### config.mk
export PLATFORM = sky130hd
export DESIGN_NAME = random_word_packer
export DESIGN_NICKNAME = d
export VERILOG_FILES = /design/src/rtl/random_word_packer.sv
export SDC_FILE = /design/constraint.sdc
export NUM_CORES = 1
export LEC_CHECK = 0
export BUFFER_PORTS_ARGS = -buffer_cell sky130_fd_sc_hd__buf_2
export CORE_ASPECT_RATIO = 0.8
export CORE_UTILIZATION = 30
export DETAILED_ROUTE_END_ITERATION = 12
export GPL_ROUTABILITY_DRIVEN = 1
export PLACE_DENSITY = 0.62
export SETUP_SLACK_MARGIN = 0.02
export SLEW_MARGIN = 20
export SYNTH_ARGS = -nofsm -noshare
export SYNTH_HDL_FRONTEND = slang
export SYNTH_SLANG_ARGS = --single-unit
### constraint.sdc
create_clock -name clk -period 2.1 [get_ports clk]
set_clock_uncertainty 0.1 [all_clocks]
set_input_delay 0.105 -clock clk [delete_from_list [all_inputs] [get_ports clk]]
set_output_delay 0.105 -clock clk [all_outputs]
set_load 0.01 [all_outputs]
### src/rtl/random_word_packer.sv
// random_word_packer: XOR-reduces NUM_CH entropy channels to one bit per strobe,
// optionally applies von Neumann debiasing, packs accepted bits MSB-first into
// WORD_W-bit words and hands each word to a UART over a valid/ready handshake.
// Words are produced in bursts of BURST_LEN (debounced button) or continuously.

// One parity stage per entropy channel; the stages chain into an XOR reduction.
module rwp_lane (
  input  logic par_in,
  input  logic raw,
  output logic par_out
);
  assign par_out = par_in ^ raw;
endmodule

module random_word_packer #(
  parameter int NUM_CH        = 8,
  parameter int WORD_W        = 8,
  parameter int DEBOUNCE_TIME = 5,
  parameter int BURST_LEN     = 4
) (
  input  logic                           clk,
  input  logic                           reset,
  input  logic [NUM_CH-1:0]              raw_Bit,
  input  logic                           bit_Strobe,
  input  logic                           button_Trig,
  input  logic                           mode_Cont,
  input  logic                           debias_En,
  input  logic                           tx_Done,
  output logic [WORD_W-1:0]              random_Word,
  output logic                           valid_Sig,
  output logic                           busy,
  output logic [$clog2(BURST_LEN+1)-1:0] words_Left
);

  localparam int DW = $clog2(DEBOUNCE_TIME);
  localparam int BW = $clog2(WORD_W);
  localparam int LW = $clog2(BURST_LEN+1);

  localparam logic [1:0] IDLE = 2'd0;
  localparam logic [1:0] FILL = 2'd1;
  localparam logic [1:0] HOLD = 2'd2;

  logic [1:0]        state;
  logic [DW-1:0]     deb_count;
  logic              en, en_q, press;
  logic [NUM_CH:0]   par_chain;
  logic              par;
  logic              pair_flag, pair_bit;
  logic              acc_vld, acc_bit;
  logic [WORD_W-1:0] shreg, next_word;
  logic [BW-1:0]     bit_cnt;
  logic [LW-1:0]     left_dec;

  // Parity reduction across all channels as an array of lane stages
  assign par_chain[0] = 1'b0;
  rwp_lane u_lane [NUM_CH-1:0] (
    .par_in  (par_chain[NUM_CH-1:0]),
    .raw     (raw_Bit),
    .par_out (par_chain[NUM_CH:1])
  );
  assign par = par_chain[NUM_CH];

  // The press is qualified by the button still being high, so the
  // DEBOUNCE_TIME-th consecutive high cycle is the one that fires it.
  assign en    = (deb_count == DW'(DEBOUNCE_TIME-1));
  assign press = en & ~en_q & button_Trig;
  assign busy  = (state != IDLE);

  // Debounce counter, saturating while the button is held
  always_ff @(posedge clk) begin
    if (!reset) begin
      deb_count <= '0;
      en_q      <= 1'b0;
    end else begin
      en_q <= en;
      if (!button_Trig)
        deb_count <= '0;
      else if (!en)
        deb_count <= deb_count + DW'(1);
    end
  end

  // Accepted-bit selection: raw parity, or the first bit of an unequal pair
  always_comb begin
    acc_vld = 1'b0;
    acc_bit = par;
    if (state == FILL && bit_Strobe) begin
      if (!debias_En) begin
        acc_vld = 1'b1;
      end else if (pair_flag && (par != pair_bit)) begin
        acc_vld = 1'b1;
        acc_bit = pair_bit;
      end
    end
  end

  assign next_word = {shreg[WORD_W-2:0], acc_bit};
  assign left_dec  = words_Left - LW'(1);

  // Control FSM with packing and output word registers
  always_ff @(posedge clk) begin
    if (!reset) begin
      state       <= IDLE;
      shreg       <= '0;
      bit_cnt     <= '0;
      pair_flag   <= 1'b0;
      pair_bit    <= 1'b0;
      random_Word <= '0;
      valid_Sig   <= 1'b0;
      words_Left  <= '0;
    end else begin
      case (state)
        IDLE: begin
          if (press || mode_Cont) begin
            words_Left <= LW'(BURST_LEN);
            bit_cnt    <= '0;
            pair_flag  <= 1'b0;
            state      <= FILL;
          end
        end
        FILL: begin
          if (bit_Strobe && debias_En) begin
            pair_flag <= ~pair_flag;
            if (!pair_flag)
              pair_bit <= par;
          end
          if (acc_vld) begin
            shreg <= next_word;
            if (bit_cnt == BW'(WORD_W-1)) begin
              random_Word <= next_word;
              valid_Sig   <= 1'b1;
              bit_cnt     <= '0;
              state       <= HOLD;
            end else begin
              bit_cnt <= bit_cnt + BW'(1);
            end
          end
        end
        HOLD: begin
          // Strobes are dropped here; only the handshake moves us on
          if (tx_Done) begin
            valid_Sig   <= 1'b0;
            random_Word <= '0;
            pair_flag   <= 1'b0;
            if (left_dec != '0) begin
              words_Left <= left_dec;
              state      <= FILL;
            end else if (mode_Cont) begin
              words_Left <= LW'(BURST_LEN);
              state      <= FILL;
            end else begin
              words_Left <= '0;
              state      <= IDLE;
            end
          end
        end
        default: state <= IDLE;
      endcase
      // Leaving debias mode abandons any half-collected pair
      if (!debias_En)
        pair_flag <= 1'b0;
    end
  end

endmodule

==> out/summary.txt <==
H-tree depth -> 2
Placer Congestion -> 0.696
Final setup viols -> 0
Comb pwr share -> 0.140
Post-CTS setup buffers -> 0
Final hold slack -> 0.0322 ns
Async set or reset register ratio after synthesis -> 0
Inserted Diodes -> 0
Min-Delay Path Class -> in2reg
Crit path buf inv count -> 1
Starting density of the core -> 0.326
Routed WL -> 2790 um
Syn Area/Cell -> 8.93 sq um
Post-synth EDFFs -> 0
Clock transition at path regs -> 0.07 ns
Slew @ Worst Pin -> 0.518 ns
Status -> finished, final reports clean
Clk Latency, worst-skew pair -> 0.28 ns
Mapped Cells -> 158
Site row count -> 21
Finished Layout Cells -> 252
Sw frac -> 0.262
Vias -> 1164
Worst Setup Path Type -> reg2reg
First-pass GRT wire length -> 4840 um
Commonest cells in the netlist -> dfxtp_1, nand2_1, nand3_1
Post-synth top area share -> 0.426
Final min period -> 1.96 ns
# fillers -> 436
Register area share after synthesis -> 0.426
Root Buffer -> clkbuf_8
Slew Limit Fails -> 0
Cell family with most CP delay -> simple AND/OR/NAND/NOR gates
Share of cells above drive strength 1 -> 0.251
Nets@finish -> 215
Crit path cell chain -> inv_1 -> ha_4 -> a41oi_2 -> a211o_1 -> or4b_2 -> a21boi_1
Setup TNS -> 0 ns
Die ar. -> 4980 sq um
Post-Synthesis Cell Area -> 1410 sq um
Detail Placement HPWL -> 2050 um
CP max FO -> 5
Finished Cell Area -> 1760 sq um
Largest net degree at the start of global routing -> 20
Routed len/inst -> 11.1 um
Flop pwr share -> 0.470
Congestion Overflow GR -> 0
Synth Net Count -> 179
Die height -> 63.4 um
Max clock buf depth -> 2
Top-count cell post-synth -> dfxtp_1
Tot Pwr -> 0.00126 W
Yosys cell types -> 35
Startpoint types -> flip-flop
Port bufs -> 27
CTS tree -> done
Cell Pwr Density -> 715 nW/um^2
RSZ-0062 raised after global routing -> no
F_max -> 0.509 GHz
Cells after DPL -> 244
Vias in the first global route -> 1029
DRT Pass-1 Iters -> 4
Max incr delay on CP -> 0.60 ns
Worst rel slew slack -> 0.653
Largest cells by area after synthesis -> dfxtp_1, nand2_1, mux2i_1
Int Power -> 0.000927 W
FF+latch area -> 601 sq um
Leakage power -> 0.787 nW
CP max-delay cell -> or4b_2
DR DRC count -> 0
Placed inst area -> 1640 sq um
Period utilisation layout -> 0.935
Switching pwr -> 0.000329 W
CP arrival -> 2.08 ns
Vias per Instance -> 4.62
Synthesis Warnings -> 0
Num CTS Buffers -> 5
Maxcap violations -> 0
Initial antenna violation count -> 0
Critical Path End Type -> flip-flop
Die X -> 78.7 um
TritonCTS Sinks -> 30
Clock Power Share -> 0.390
Worst IR Drop VDD -> 235 uV
Fin. Hold Viols -> 0
Post-synth top area cell -> dfxtp_1
Ports -> 28
Flops & latches, synth -> 30
Required time of the critical path -> 2.21 ns
Primary FF master, synth -> dfxtp_1
Multi-input gate area -> 785 sq um
P&R area growth vs syn -> 24.6%
Gr usage total -> 0.127
DR iter-0 viols -> 66
Core area -> 4340 sq um
ANT nets after route -> 0
[metal layers]
layer  wire (um)  part of all wire  track usage  vias up
met1        1490              0.53        0.175      511
met3         131             0.047       0.0435        7
met4          42             0.015       0.0556        0
met2        1130              0.41        0.176       26
met5           0                 0            0        -
li1            -                 -            -      620
[cells by family (layout without fill, tap and decap cells)]
logic type | count (synthesis) | after routing | share of synthesized area
flops | 30 | 30 | 0.426
xor+xnor | 10 | 10 | 0.0718
fa+ha+maj | 6 | 6 | 0.0532
compound gates | 31 | 31 | 0.151
simple gates | 62 | 62 | 0.209
mux | 8 | 8 | 0.0567
buf+inv | 11 | 48 | 0.0328
[registers in the layout (all words and copies together) (netlist names)]
signal and count:
shreg 7, words_Left 3, pair_flag 1, en_q 1, random_Word 8, pair_bit 1, bit_cnt 3, state 2
deb_count 3, valid_Sig 1
[cells in the final DEF, fill, tap and decap left out, types with 2 or more instances in the layout]
cell      synthesis  routed
buf_4             1       6
nor3_1            2       2
o31ai_1           2       2
inv_1             7       7
nand2_1          28      28
a21oi_1           4       4
o21ai_0          13      13
ha_1              6       5
nor2_1            5       5
mux2i_1           8       8
clkbuf_8          0       6
nor2b_1           2       2
xnor2_1           9       9
dfxtp_1          30      30
or2_2             2       2
buf_2             1      27
a21boi_1          1       2
and3_1            2       2
nand3_1          16      16
[path summary, 6_finish.rpt]
path,start,endpoint,slack (ns),depth (start not counted)
max,deb_count[0],words_Left[1],0.14,6
min,button_Trig,deb_count[1],0.03,3
max reg2reg,deb_count[0],words_Left[1],0.14,6
min reg2reg,valid_Sig,valid_Sig,0.35,2
[final cells by class]
cell class	instances	share of cell area
Sequential cell	30	0.342
Tap cell	57	0.0406
Timing Repair Buffer	33	0.102
Inverter	7	0.0149
Multi-Input combinational cell	117	0.446
Clock buffer	6	0.0470
Clock inverter	2	0.00712
[through the flow]
| step | setup WS (ns) | utilization |
|---|---|---|
| after floorplan | 0.0991 | - |
| after global placement | 0.114 | 0.379 |
| after detailed placement | 0.0581 | 0.379 |
| after CTS | 0.0555 | 0.401 |
| after global routing | 0.0278 | 0.405 |
| final | 0.137 | 0.405 |
[what timing repair did]
action                     4_1_cts  5_1_grt
gates resized for setup          0        4
setup endpoints to repair        0        4
hold buffers                     0        0
[power by group through the flow]
stage	sequential, W	clock (W)	combinational, W
4_1_cts	0.000591	0.000500	0.000174
3_3_place_gp	0.000603	0	0.000171
2_1_floorplan	0.000602	0	0.000119
3_5_place_dp	0.000604	0	0.000172
6_report	0.000591	0.000490	0.000176
5_1_grt	0.000592	0.000529	0.000194
[tightest hold or removal path, cell delays in order]
cell and delay, ns:
buf_2 0.12, nand2_1 0.10, a21oi_1 0.05
Note: power is estimated with default switching activity, not from simulation.
